--- src/rtl/spi_master_cmd.sv ---
// spi_master_cmd: mode-0 SPI master sending one 32-bit {cmd,data} frame per request and capturing 32 miso bits.
module spi_master_cmd #(
    parameter int CLK_DIV  = 4,
    parameter int CS_SETUP = 2,
    parameter int CS_HOLD  = 2,
    parameter int CS_IDLE  = 4
) (
    input  logic        clk,
    input  logic        rst_n,
    input  logic        start,
    input  logic [15:0] cmd,
    input  logic [15:0] data,
    output logic        busy,
    output logic        done,
    output logic [31:0] rx_data,
    output logic        sclk,
    output logic        mosi,
    output logic        cs_n,
    input  logic        miso
);
    typedef enum logic [2:0] {IDLE, SETUP, SHIFT, HOLD, GAP} state_t;

    state_t      state_q, state_d;
    logic [15:0] cnt_q, cnt_d;
    logic [4:0]  bit_q, bit_d;
    logic [31:0] tx_q, tx_d, rx_q, rx_d, rx_data_q, rx_data_d;
    logic        sclk_q, sclk_d, mosi_q, mosi_d, cs_n_q, cs_n_d;
    logic        busy_q, busy_d, done_q, done_d;

    always_ff @(posedge clk) begin
        if (!rst_n) begin
            state_q   <= IDLE;
            cnt_q     <= '0;
            bit_q     <= '0;
            tx_q      <= '0;
            rx_q      <= '0;
            rx_data_q <= '0;
            sclk_q    <= 1'b0;
            mosi_q    <= 1'b0;
            cs_n_q    <= 1'b1;
            busy_q    <= 1'b0;
            done_q    <= 1'b0;
        end else begin
            state_q   <= state_d;
            cnt_q     <= cnt_d;
            bit_q     <= bit_d;
            tx_q      <= tx_d;
            rx_q      <= rx_d;
            rx_data_q <= rx_data_d;
            sclk_q    <= sclk_d;
            mosi_q    <= mosi_d;
            cs_n_q    <= cs_n_d;
            busy_q    <= busy_d;
            done_q    <= done_d;
        end
    end

    // One counter serves as setup/hold/gap timer and as the sclk half-period divider.
    always_comb begin
        state_d   = state_q;
        cnt_d     = cnt_q + 16'd1;
        bit_d     = bit_q;
        tx_d      = tx_q;
        rx_d      = rx_q;
        rx_data_d = rx_data_q;
        sclk_d    = sclk_q;
        mosi_d    = mosi_q;
        cs_n_d    = cs_n_q;
        busy_d    = busy_q;
        done_d    = 1'b0;
        case (state_q)
            IDLE: begin
                cnt_d = '0;
                if (start) begin
                    tx_d    = {cmd, data};
                    mosi_d  = cmd[15];
                    cs_n_d  = 1'b0;
                    busy_d  = 1'b1;
                    bit_d   = '0;
                    state_d = SETUP;
                end
            end
            SETUP: begin
                // The setup interval doubles as the low half of bit 0.
                if (cnt_q == 16'(CS_SETUP - 1)) begin
                    cnt_d   = '0;
                    sclk_d  = 1'b1;
                    rx_d    = {rx_q[30:0], miso};
                    state_d = SHIFT;
                end
            end
            SHIFT: begin
                if (cnt_q == 16'(CLK_DIV - 1)) begin
                    cnt_d  = '0;
                    sclk_d = ~sclk_q;
                    if (!sclk_q) begin
                        rx_d = {rx_q[30:0], miso};
                    end else if (bit_q == 5'd31) begin
                        state_d = HOLD;
                    end else begin
                        bit_d  = bit_q + 5'd1;
                        tx_d   = {tx_q[30:0], 1'b0};
                        mosi_d = tx_q[30];
                    end
                end
            end
            HOLD: begin
                // Last bit's low half plus the chip-select hold time.
                if (cnt_q == 16'(CLK_DIV + CS_HOLD - 1)) begin
                    cnt_d     = '0;
                    cs_n_d    = 1'b1;
                    mosi_d    = 1'b0;
                    rx_data_d = rx_q;
                    done_d    = 1'b1;
                    state_d   = GAP;
                end
            end
            GAP: begin
                if (cnt_q == 16'(CS_IDLE - 1)) begin
                    cnt_d   = '0;
                    busy_d  = 1'b0;
                    state_d = IDLE;
                end
            end
            default: state_d = IDLE;
        endcase
    end

    assign busy    = busy_q;
    assign done    = done_q;
    assign rx_data = rx_data_q;
    assign sclk    = sclk_q;
    assign mosi    = mosi_q;
    assign cs_n    = cs_n_q;
endmodule
--- config.mk ---
export PLATFORM = sky130hd
export DESIGN_NAME = spi_master_cmd
export DESIGN_NICKNAME = d
export VERILOG_FILES = /design/src/rtl/spi_master_cmd.sv
export SDC_FILE = /design/constraint.sdc
export NUM_CORES = 1
export LEC_CHECK = 0
export CORE_MARGIN = 1.5
export CORE_UTILIZATION = 40
export CTS_BUF_LIST = sky130_fd_sc_hd__clkbuf_16
export DETAILED_ROUTE_END_ITERATION = 10
export HOLD_SLACK_MARGIN = 0.02
export PLACE_DENSITY_LB_ADDON = 0.2
export SLEW_MARGIN = 0
export SYNTH_ARGS = -nofsm -noshare
export SYNTH_HDL_FRONTEND = slang
export SYNTH_SLANG_ARGS = --single-unit
--- constraint.sdc ---
create_clock -name clk -period 2.7 [get_ports clk]
set_input_delay 0.405 -clock clk [delete_from_list [all_inputs] [get_ports clk]]
set_output_delay 0.405 -clock clk [all_outputs]
set_load 0.01 [all_outputs]
Word-level counts from Yosys, hierarchy flattened --
Index checks and enable logic that the tools add are counted. Widths: inputs -> output; s select.
Word-level totals: memory bits (writable) 0, word-level logic and storage cells 89, output and inout bits 37, bits in latches 0, register bits 124, ROM bits 0, memories kept 0
Cells by class: div/mod/pow operators 0, eq/ne operators 17, add/subtract/negate cells 2, bitwise logic cells 1, multiplexer cells 42, $mul 0, reduce and logical (&&, ||, !) cells 16, shifts and indexed selects 0, magnitude comparators 0
Operators with widths (number):
- $mux 31 | 4
- $mux 32 | 3
- $pmux 16 s4 | 1
- $pmux 32 s2 | 1
- $pmux 31 s2 | 1
- $mux 16 | 3
- $mux 3 | 7
- $mux 5 | 4
- $ne 2x2->1 const B | 9
- $add 16x1->16 const B | 1
- $eq 16x1->1 const B | 1
- $eq 16x2->1 const B | 1
- $eq 16x3->1 const B | 1
- $pmux 3 s5 | 1
- $mux 1 | 12
- $pmux 5 s2 | 1
- $reduce_and 3->1 | 3
- $reduce_bool 2->1 | 4
- $reduce_and 7->1 | 1
- $eq 3x2->1 const B | 2
- $pmux 1 s2 | 3
- $reduce_and 6->1 | 1
- $add 5x1->5 const B | 1
- $eq 5x5->1 const B | 1
- 10 further kinds | 11

Longest topological paths before layout --
Gate-level depths: netlist of run 1.
depth after elaboration 5, mapped depth 9, gate-level depth less buffers 8

Worst setup path after synthesis of run 1 --
OpenSTA, ideal clock, no wires.
path kind register -> register, start reg bit_q[0], end reg tx_q[22], stages on the path, launching flop included 10, arrival 1.950 ns, data required time 2.614 ns, path slack 0.664 ns, path through dfxtp_1 -> ha_1 -> and3_1 -> ha_1 -> and3b_1 -> o21ai_0 -> a21oi_2 -> buf_2 -> nor2_1 -> a211oi_1
Between the ends: longest elaborated chain between the ends 3
RTL lines:
- start, declared | line 25 | logic [4:0] bit_q, bit_d;
- start signal, assigned | line 46 | bit_q <= bit_d;
- $eq 5x5->1 | line 98 | end else if (bit_q == 5'd31) begin
- $ne 2x2->1 (no line)
- $reduce_and 5->1 (no line)
- end signal, assigned | line 47 | tx_q <= tx_d;
- end, declared | line 26 | logic [31:0] tx_q, tx_d, rx_q, rx_d, rx_data_q, rx_data_d;
Every way passes these cells. A chain may end at the register's enable or synchronous reset.

Final worst setup path of run 1 --
start reg bit_q[0], end reg bit_q[2]
Between the ends: longest elaborated chain between the ends 5, elaborated cells between the ends (all ways) 8
RTL lines:
- $add 5x1->5 | line 101 | bit_d = bit_q + 5'd1;
- $mux 5 | line 98
- $mux 5 | line 96 | if (!sclk_q) begin
- $mux 5 | line 93 | if (cnt_q == 16'(CLK_DIV - 1)) begin
- $pmux 5 s2 | line 71 | case (state_q)
Several ways; a longest one is shown, not always the timed one. The select of a mux whose other input is x is not followed.

==> key figures, run 1 <==
Floorplanning
  – Initial core utilization: 40.9%
  – Rows: 41
  – # IOs: 73
  – Die Wd: 116 um
  – Die area: 13500 um2
  – Core area: 12600 um2
  – Die Y: 116 um

Synth
  – Largest area contributor in the netlist: dfxtp_1
  – Number of synthesized flops with an enable pin: 0
  – Synth unique cells: 49
  – Post-synth top area share: 48.3%
  – Most frequent cell after synthesis: nand2_1
  – Mapped Area: 5140 um2
  – Post-synthesis net count: 645
  – Top FF cell, synth: dfxtp_1
  – Avg Synthesized Cell Area: 8.49 um2
  – Flop and latch count out of synthesis: 124
  – Ranking of synthesized cells by area: dfxtp_1, nand2_1, a21oi_1
  – Synthesized instance count: 605
  – Commonest cells post-synth: nand2_1, dfxtp_1, a21oi_1
  – Async SR Flop Fraction: 0%
  – YS warnings: 0
  – Register area share after synthesis: 48.3%

GRT
  – Global routing's busiest layer: met2
  – Initial antenna violation count: 0
  – Pin count of the biggest net entering global routing: 64
  – Global Route met3 Usage: 5.35%
  – Grt met1 use: 20.7%
  – First-pass GRT wire length: 18000 um
  – Congestion Overflow GR: 0
  – Met2 usage: 28.1%
  – GRT Overall Usage: 17.0%
  – Vias in the first global route: 3920

Cells and area
  – Post-Layout Cell Count: 849
  – Layout cells sized above 1: 7.24%
  – # nets final: 705
  – Number of diodes: 0
  – Final Cell Area: 6590 um2
  – Synthesis-to-finish area growth: 28.2%

Route
  – Final wirelength: 10600 um
  – Post-DRT Antenna Nets: 0
  – Via count: 4239
  – Vias per inst: 4.99
  – TritonRoute pass-1 iters: 4
  – DRT iter0 DRCs: 242
  – DR DRC count: 0
  – Drt wl/cell: 12.5 um

Pwr
  – Pleak: 2.20 nW
  – Pwr dens: 678 nW/um2
  – VDD IR-drop max: 0.399 mV

Timing
  – Post-Route Setup TNS: 0 ns
  – Hold Violations, Final: 0
  – Final setup viols: 0
  – Final Skew: 0.00833 ns
  – Worst slew pin tran: 0.603 ns
  – Max Slew Vio Count: 0
  – PnR worst setup slack: 0.408 ns
  – Final min period: 2.29 ns
  – Rel. slew slack: 59.4%
  – FMAX: 436 MHz
  – Period utilisation layout: 84.9%
  – RSZ-0062 raised after global routing: false

Clock tree
  – Post-CTS setup buffer count: 0
  – CTS Buf Count: 17
  – Clock transition at path regs: 0.05 ns
  – CTS resizes: 0
  – Root Buffer: clkbuf_16
  – CTS tree: yes
  – CTS H-tree lvls: 4
  – Clk sink count: 124
  – CTS Buffer Depth: 2
  – Hold Buf Count CTS: 0
  – Clock Latency Late Sink: 0.42 ns

Placement
  – DPL Wire Length: 7090 um
  – Pre-CTS WS: 0.364 ns
  – Placed instance count: 818
  – IO Port Bufs: 72
  – Dpl cell area: 6000 um2
  – Final GP Congestion: 0.799

Status
  – Status: finished clean

Min path
  – Hold Path Depth: 2
  – Hold WC Path Type: reg -> reg

Worst setup path
  – Nature of the critical path startpoint: flip-flop
  – WP data arrival: 2.60 ns
  – Required @ worst endpoint: 3.00 ns
  – Setup Crit Path Kind: reg -> reg
  – Buf/Inv on CP: 1
  – Worst path most repeated cell: ha_1
  – Crit path cell chain: ha_1, and3_1, ha_1, and3b_1, o21ai_0, a21oi_4, buf_12, a21oi_1, a31o_2
  – Worst Setup End Kind: flip-flop
  – Stages on the worst setup path: 9
  – CP max FO: 63
  – Worst R2R Path Depth: 9
  – CP top delay family: compound AO/OA/AOI/OAI gates
  – Slowest-stage cell, CP: dfxtp_1
  – Slowest cell delay on critical path: 0.33 ns

Job
  – Maxcap violations: 0
==> metal layers <==
layer / share of wire, % / routed length [um]
met1: 46 / 4880
met5: 0 / 0
met3: 4.6 / 490
met2: 48 / 5100
met4: 1.5 / 163
==> layout make-up <==
type                            count  area (um2)
Clock inverter                     14         159
Clock buffer                       17         425
Sequential cell                   124        2480
Inverter                            4        16.3
Timing Repair Buffer               83         828
Multi-Input combinational cell    435        2460
Fill cell                        1216        5980
Tap cell                          172         215
==> layout by cell type (no fill, tap or decap), types with 9 or more instances in the layout <==
cell type and n:
dfxtp_1 124, nor2_1 55, a211oi_1 31, clkbuf_16 17
mux2i_1 31, xor2_1 10, buf_4 9, a21oi_1 75
nand2_1 152, nand3_1 13, clkdlybuf4s50_1 72
==> sequential cells by signal, indices dropped and copies added, names as in the netlist, 3 cells and up <==
| signal | cells |
|---|---|
| bit_q | 5 |
| tx_q | 31 |
| rx_data | 32 |
| rx_q | 32 |
| cnt_q | 16 |
| state_q | 3 |
==> stage by stage <==
stage / hold WS, ns / total power (W) / util, %
after detailed placement: 0.444 / 0.00224 / 47.8
after global routing: 0.459 / 0.00463 / 52.4
after CTS: 0.450 / 0.00451 / 52.4
after floorplan: 0.432 / 0.00213 / -
final: 0.447 / 0.00447 / 52.4
after global placement: 0.439 / 0.00223 / 47.8
==> path summary, 6_finish.rpt <==
kind                   start    endpoint  slack (ns)
setup / recovery    bit_q[0]    bit_q[2]        0.41
hold / removal    rx_data[1]  rx_data[1]        0.45
setup reg to reg    bit_q[0]    bit_q[2]        0.41
hold reg to reg   rx_data[1]  rx_data[1]        0.45
==> report_power, final <==
| group | total [W] | switching, W | internal, W | leakage, nW |
|---|---|---|---|---|
| combinational | 0.000278 | 0.000144 | 0.000134 | 0.909 |
| sequential | 0.00192 | 0.0000359 | 0.00189 | 1.01 |
| clock | 0.00226 | 0.000760 | 0.00150 | 0.288 |
| total | 0.00447 | 0.000940 | 0.00353 | 2.20 |
==> kinds of logic (layout without fill, tap and decap cells) <==
logic type               Yosys count  count (layout)  synth area share (%)
adder cells (fa/ha/maj)            4               4                 0.974
XOR/XNOR                          15              15                  2.56
AND/OR/NAND/NOR                  259             259                  22.8
buffers and inverters             46             118                  4.38
AO/OA/AOI/OAI                    126             126                  15.0
flip-flops                       124             124                  48.3
multiplexers                      31              31                  6.04
==> worst register-to-register path: stages (launching register included) <==
cell	delay [ns]
dfxtp_1	0.33
ha_1	0.24
and3_1	0.19
ha_1	0.21
and3b_1	0.21
o21ai_0	0.20
a21oi_4	0.21
buf_12	0.27
a21oi_1	0.11
a31o_2	0.22
No activity file was read; power rests on OpenSTA's default activity.
==> inputs of run 2 (changes only) <==
==> constraint.sdc (replaced) <==
create_clock -name clk -period 1.9 [get_ports clk]
set_input_delay 0.285 -clock clk [delete_from_list [all_inputs] [get_ports clk]]
set_output_delay 0.285 -clock clk [all_outputs]
set_load 0.01 [all_outputs]
==> run 2 against run 1 <==
  * The run now ends with negative setup slack left
  * Hold slack worse by 0.011 ns
  * Critical endpoint is now rx_q[15]
  * Register-to-register slack got worse by 0.48 ns
  * Final cell count increased by 8.1%
  * Sequential cell count did not move
  * Non-clock buffer count rose by 68
  * Routed wire length is 30% higher
  * Largest cell class is now multi-input gates
  * Sequential power up 43%
  * Combinational power increased by 150%
  * Critical path type unchanged
  * First-iteration DRC count up 32%
  * Largest power group unchanged
  * Die area is the same
==> key figures, run 2 (same netlist as run 1, synthesis figures left out) <==
Status
  – Status: finished with violations
  – Failing checks: negative setup slack

Cells and area
  – Most common cell after layout, fill and taps aside: nand2_1
  – Commonest cells after routing, fill and taps aside: nand2_1, dfxtp_1, clkdlybuf4s50_1
  – Synthesis-to-finish area growth: 57.1%
  – Layout cells sized above 1: 35.4% (+28 points)
  – # nets final: 773 (+9.6%)
  – Number of diodes: 0 (unchanged)

GRT
  – Initial antenna violation count: 0 (unchanged)
  – Pin count of the biggest net entering global routing: 70 (+9.4%)
  – Vias in the first global route: 4453 (+14%)
  – First-pass GRT wire length: 20700 um (+15%)
  – Congestion Overflow GR: 0 (unchanged)
  – GRT Overall Usage: 19.5% (+2.5 points)

Min path
  – Hold WC Path Type: in -> reg
  – Hold Path End: rx_q[0]
  – Hold Path Depth: 3 (+1)
  – Min-delay src: miso

Route
  – Via count: 4760 (+12%)
  – DRT iter0 DRCs: 319 (+32%)
  – Post-DRT Antenna Nets: 0 (unchanged)
  – DR DRC count: 0 (unchanged)
  – Final wirelength: 13900 um (+30%)
  – TritonRoute pass-1 iters: 4 (unchanged)
  – Drt wl/cell: 15.1 um (+21%)
  – Vias per inst: 5.19 (+3.9%)

Floorplanning
  – # IOs: 73 (unchanged)
  – Die area: 13500 um2 (unchanged)
  – Rows: 41 (unchanged)
  – Initial core utilization: 40.9% (unchanged)
  – Die Wd: 116 um (unchanged)
  – Core area: 12600 um2 (unchanged)
  – Die Y: 116 um (unchanged)

Pwr
  – Pleak: 2.76 nW (+25%)
  – Total Power: 0.00641 W (+44%)
  – Pwr dens: 794 nW/um2 (+17%)
  – VDD IR-drop max: 0.557 mV (+40%)

Worst setup path
  – CP max FO: 8 (-87%)
  – Worst R2R Path Depth: 7 (-2)
  – Crit path cell chain: nor4_4, buf_4, and4_4, a32o_2, clkbuf_16, nand2_2, a21oi_1
  – Required @ worst endpoint: 2.24 ns (-0.76 ns)
  – Slowest-stage cell, CP: nor4_4
  – R2R setup slack: -0.07 ns (-0.48 ns)
  – WP data arrival: 2.31 ns (-0.29 ns)
  – Worst reg2reg path startpoint: cnt_q[7]
  – Worst Setup End Kind: flip-flop
  – Nature of the critical path startpoint: flip-flop
  – Reg2reg end: rx_q[15]
  – Setup Crit Path Kind: reg -> reg
  – Slowest cell delay on critical path: 0.35 ns (+0.02 ns)

Placement
  – Final GP Congestion: 0.786 (-1.5%)
  – DPL Wire Length: 7510 um (+6.0%)
  – IO Port Bufs: 72 (unchanged)

Timing
  – RSZ-0062 raised after global routing: true
  – Worst Hold Slack: 0.435 ns (-0.0115 ns)
  – Final setup viols: 84 (+84)
  – Hold Violations, Final: 0 (unchanged)
  – PnR worst setup slack: -0.0694 ns (-0.477 ns)
  – Period utilisation layout: 104% (+19 points)
  – Final min period: 1.97 ns (-0.323 ns)
  – Rel. slew slack: 65.1% (+5.8 points)
  – Post-Route Setup TNS: -1.95 ns (-1.95 ns)
  – Final Skew: 0.00687 ns (-0.00146 ns)
  – FMAX: 508 MHz (+16%)
  – Max Slew Vio Count: 0 (unchanged)
  – Worst slew pin tran: 0.523 ns (-0.0801 ns)

Clock tree
  – Root Buffer: clkbuf_16
  – CTS Buf Count: 17 (unchanged)
  – Clock transition at path regs: 0.06 ns (about the same)
  – CTS H-tree lvls: 4 (unchanged)
  – Clk sink count: 124 (unchanged)
  – CTS Buffer Depth: 2 (unchanged)
  – CTS tree: yes
  – Clock Latency Late Sink: 0.42 ns (about the same)
  – Hold Buf Count CTS: 0 (unchanged)

Job
  – Maxcap violations: 0 (unchanged)
==> run 2: cell types whose count changed in the layout (fill, tap and decap cells not counted), sizes merged <==
cell,change
clkinvlp,+6
clkbuf,+7
inv,+1
buf,+61
bufinv,-3
clkinv,-3
==> run 2: area by class of cell <==
type,instances,area (um2)
repair buffers,151,1720
clock buffers,17,425
multi-input cells,435,3080
inverters,4,16.3
fillers,1007,4490
flip-flops and latches,124,2500
clock inverters,15,128
well taps,172,215
==> run 2: worst max path at each step <==
stage | start | to | slack (ns) | cells past startpoint
CTS | bit_q[1] | bit_q[2] | -0.07 | 10
detailed placement | bit_q[0] | tx_q[5] | -0.16 | 9
global route | cnt_q[7] | rx_q[15] | -0.14 | 7
global placement | bit_q[0] | tx_q[24] | -0.06 | 9
floorplan | cnt_q[5] | rx_data[23] | -0.02 | 7
finish | cnt_q[7] | rx_q[15] | -0.07 | 7
==> run 2: timing repair <==
action,in CTS,in global routing
setup buffers,8,8
pin swaps,25,49
gates resized for setup,62,118
endpoints found under the hold margin,0,0
setup endpoints to repair,63,117
gates cloned,7,8
==> run 2: worst max-delay path: cells and delay by family, from the launching register on <==
kind / cells / cell delay (ns)
AOI/OAI and AO/OA: 2 / 0.47
buffers and inverters: 2 / 0.43
DFF: 1 / 0.33
and+or+nand+nor: 3 / 0.65
==> run 2: per-stage QoR <==
stage | utilization [%] | area (um2) | instances | setup slack, ns
floorplan | - | 5190 | 605 | -0.0217
global placement | 50.6 | 6360 | 856 | -0.0584
detailed placement | 50.6 | 6360 | 856 | -0.157
CTS | 58.8 | 7400 | 902 | -0.0692
global route | 64.2 | 8070 | 918 | -0.136
finish | 64.2 | 8070 | 918 | -0.0694
==> run 2: routing by layer <==
layer  GRT usage [%]  wire length [um]
met3            4.93               573
met2            31.6              6810
met5               0                 0
met4            6.83               226
met1            25.3              6250
==> run 2: power breakdown <==
group	switching [W]	internal [W]
Combinational	0.000322	0.000362
Sequential	0.0000572	0.00268
Clock	0.00120	0.00179
==> inputs of run 3 (changes only) <==
--- a/config.mk
+++ b/config.mk
@@ -15,3 +15,4 @@
 export SYNTH_ARGS = -nofsm -noshare
 export SYNTH_HDL_FRONTEND = slang
 export SYNTH_SLANG_ARGS = --single-unit
+export TNS_END_PERCENT = 5
==> run 3 against run 2 <==
  * The flow still finishes with violations (negative setup slack)
  * Clock power increased by 8.0%
  * Final cell count shrank 2.0%
  * Global-route usage is 0.82 points lower
  * Worst setup slack got worse by 0.023 ns
  * Sequential power hardly changed
  * Fmax fell by 1.1%
  * Power rose by 2.3%
  * Non-clock buffer count is 18 lower
  * Utilization shrank 6.0 points
==> key figures, run 3 (same netlist as run 1, synthesis figures left out) <==
Status
  – Status: finished with violations
  – Failing checks: negative setup slack

Worst setup path
  – Buf/Inv on CP: 3 (+1)
  – WP data arrival: 2.27 ns (-0.04 ns)
  – CP max FO: 9 (+1)
  – CP top delay family: buffers and inverters
  – Nature of the critical path startpoint: flip-flop
  – Crit path cell chain: ha_4, and3_4, ha_4, and3b_2, o21ai_4, a21oi_4, buf_4, buf_6, clkbuf_16, a211oi_2
  – Setup Crit Path Kind: reg -> reg
  – Stages on the worst setup path: 10 (+3)
  – Worst Setup End Kind: flip-flop
  – Slowest cell delay on critical path: 0.33 ns (-0.02 ns)
  – Slowest-stage cell, CP: dfxtp_2
  – Required @ worst endpoint: 2.17 ns (-0.07 ns)
  – Worst path most repeated cell: ha_4
  – Worst R2R Path Depth: 10 (+3)

Clock tree
  – Clock transition at path regs: 0.05 ns (about the same)
  – CTS Buffer Depth: 2 (unchanged)
  – Root Buffer: clkbuf_16
  – CTS tree: yes
  – Clk sink count: 124 (unchanged)
  – Clock Latency Late Sink: 0.42 ns (about the same)
  – CTS Buf Count: 17 (unchanged)
  – Hold Buf Count CTS: 0 (unchanged)
  – CTS H-tree lvls: 4 (unchanged)

GRT
  – First-pass GRT wire length: 20000 um (-3.5%)
  – Congestion Overflow GR: 0 (unchanged)
  – Initial antenna violation count: 0 (unchanged)
  – Pin count of the biggest net entering global routing: 44 (-37%)
  – GRT Overall Usage: 18.7% (-0.82 points)
  – Vias in the first global route: 4381 (-1.6%)

Cells and area
  – Layout cells sized above 1: 20.1% (-15 points)
  – Commonest cells after routing, fill and taps aside: nand2_1, dfxtp_1, a21oi_1
  – Final Cell Area: 7320 um2 (-9.3%)
  – # nets final: 755 (-2.3%)
  – Most common cell after layout, fill and taps aside: nand2_1
  – Fin util: 58.2% (-6.0 points)
  – Post-Layout Cell Count: 900 (-2.0%)
  – Number of diodes: 0 (unchanged)
  – Filler instances: 1090 (+8.2%)
  – Synthesis-to-finish area growth: 42.5%

Route
  – TritonRoute pass-1 iters: 4 (unchanged)
  – Drt wl/cell: 13.7 um (-9.5%)
  – DRT iter0 DRCs: 240 (-25%)
  – Vias per inst: 5.06 (-2.4%)
  – DR DRC count: 0 (unchanged)
  – Final wirelength: 12300 um (-11%)
  – Via count: 4555 (-4.3%)
  – Post-DRT Antenna Nets: 0 (unchanged)

Timing
  – Final setup viols: 31 (-63%)
  – Final Skew: 0.00738 ns (+0.000507 ns)
  – Hold Violations, Final: 0 (unchanged)
  – Final min period: 1.99 ns (+0.0226 ns)
  – Period utilisation layout: 105% (+1.2 points)
  – Worst slew pin tran: 0.502 ns (-0.0210 ns)
  – Rel. slew slack: 66.5% (+1.4 points)
  – RSZ-0062 raised after global routing: true
  – PnR worst setup slack: -0.0920 ns (-0.0226 ns)
  – Max Slew Vio Count: 0 (unchanged)
  – FMAX: 502 MHz (-1.1%)

Placement
  – IO Port Bufs: 72 (unchanged)
  – Placed instance count: 856 (unchanged)
  – Dpl cell area: 6350 um2 (-0.12%)
  – Final GP Congestion: 0.799 (+1.6%)
  – DPL Wire Length: 7730 um (+2.8%)

Floorplanning
  – # IOs: 73 (unchanged)
  – Rows: 41 (unchanged)
  – Core area: 12600 um2 (unchanged)
  – Die Y: 116 um (unchanged)
  – Initial core utilization: 40.9% (unchanged)
  – Die Wd: 116 um (unchanged)
  – Die area: 13500 um2 (unchanged)

Pwr
  – Clock power frac: 49.3% (+2.7 points)
  – Switching portion of total power: 23.2% (-1.5 points)
  – VDD IR-drop max: 0.550 mV (-1.2%)
  – Sw power: 0.00152 W (-3.8%)
  – Pleak: 2.53 nW (-8.6%)
  – Pwr dens: 896 nW/um2 (+13%)
  – Combinational Power Share: 9.0% (-1.7 points)
  – Sequential Power Share: 41.7% (-1.0 points)
  – Cell Int Power: 0.00504 W (+4.3%)

Job
  – Maxcap violations: 0 (unchanged)

Min path
  – Hold Path Depth: 3 (unchanged)
  – Hold WC Path Type: in -> reg
## run 3: cell type report
type	count	area [um2]	share of cell area (%)
Clock buffer	17	425	5.81
Clock inverter	15	173	2.36
Inverter	4	15.0	0.205
Multi-Input combinational cell	435	2670	36.5
Sequential cell	124	2480	33.9
Tap cell	172	215	2.94
Timing Repair Buffer	133	1340	18.3
## run 3: repair_timing
action                                  in CTS  in global routing
resized for setup                           40                 23
pin swaps                                   10                 12
endpoints found under the setup margin      37                116
setup buffers                                7                  3
cloned                                       2                  2
## run 3: worst paths after layout
kind	startpoint	to	slack (ns)
setup / recovery	bit_q[1]	tx_q[9]	-0.09
hold / removal	miso	rx_q[0]	0.44
setup reg to reg	bit_q[1]	tx_q[9]	-0.09
hold reg to reg	rx_data[17]	rx_data[17]	0.45
## run 3: worst register-to-register path, stage by stage (launching register included)
cell       delay (ns)
dfxtp_2          0.33
ha_4             0.15
and3_4           0.18
ha_4             0.15
and3b_2          0.25
o21ai_4          0.07
a21oi_4          0.21
buf_4            0.16
buf_6            0.11
clkbuf_16        0.16
a211oi_2         0.07
## run 3: power groups by stage
stage               logic (W)  registers (W)  clock network [W]
floorplan            0.000268        0.00277                  0
global placement     0.000436        0.00278                  0
detailed placement   0.000447        0.00278                  0
CTS                  0.000554        0.00273            0.00329
global route         0.000638        0.00274            0.00342
finish               0.000590        0.00273            0.00323
## run 3: per-layer routing
| metal | up-vias | wire length [um] | global-route usage (%) |
|---|---|---|---|
| met2 | 82 | 6000 | 30.9 |
| met5 | - | 0 | 0 |
| li1 | 2291 | - | - |
| met3 | 21 | 440 | 4.77 |
| met1 | 2161 | 5630 | 23.0 |
| met4 | 0 | 227 | 8.29 |
## run 3: through the flow
| step | TNS, ns | total power, W | setup WS [ns] | hold WS, ns |
|---|---|---|---|---|
| after global placement | -0.0405 | 0.00322 | -0.0112 | 0.439 |
| after CTS | -0.857 | 0.00658 | -0.0445 | 0.431 |
| after detailed placement | -2.28 | 0.00323 | -0.114 | 0.446 |
| after global routing | -5.74 | 0.00680 | -0.157 | 0.450 |
| final | -1.53 | 0.00656 | -0.0920 | 0.445 |
| after floorplan | -1.79 | 0.00304 | -0.0559 | 0.421 |
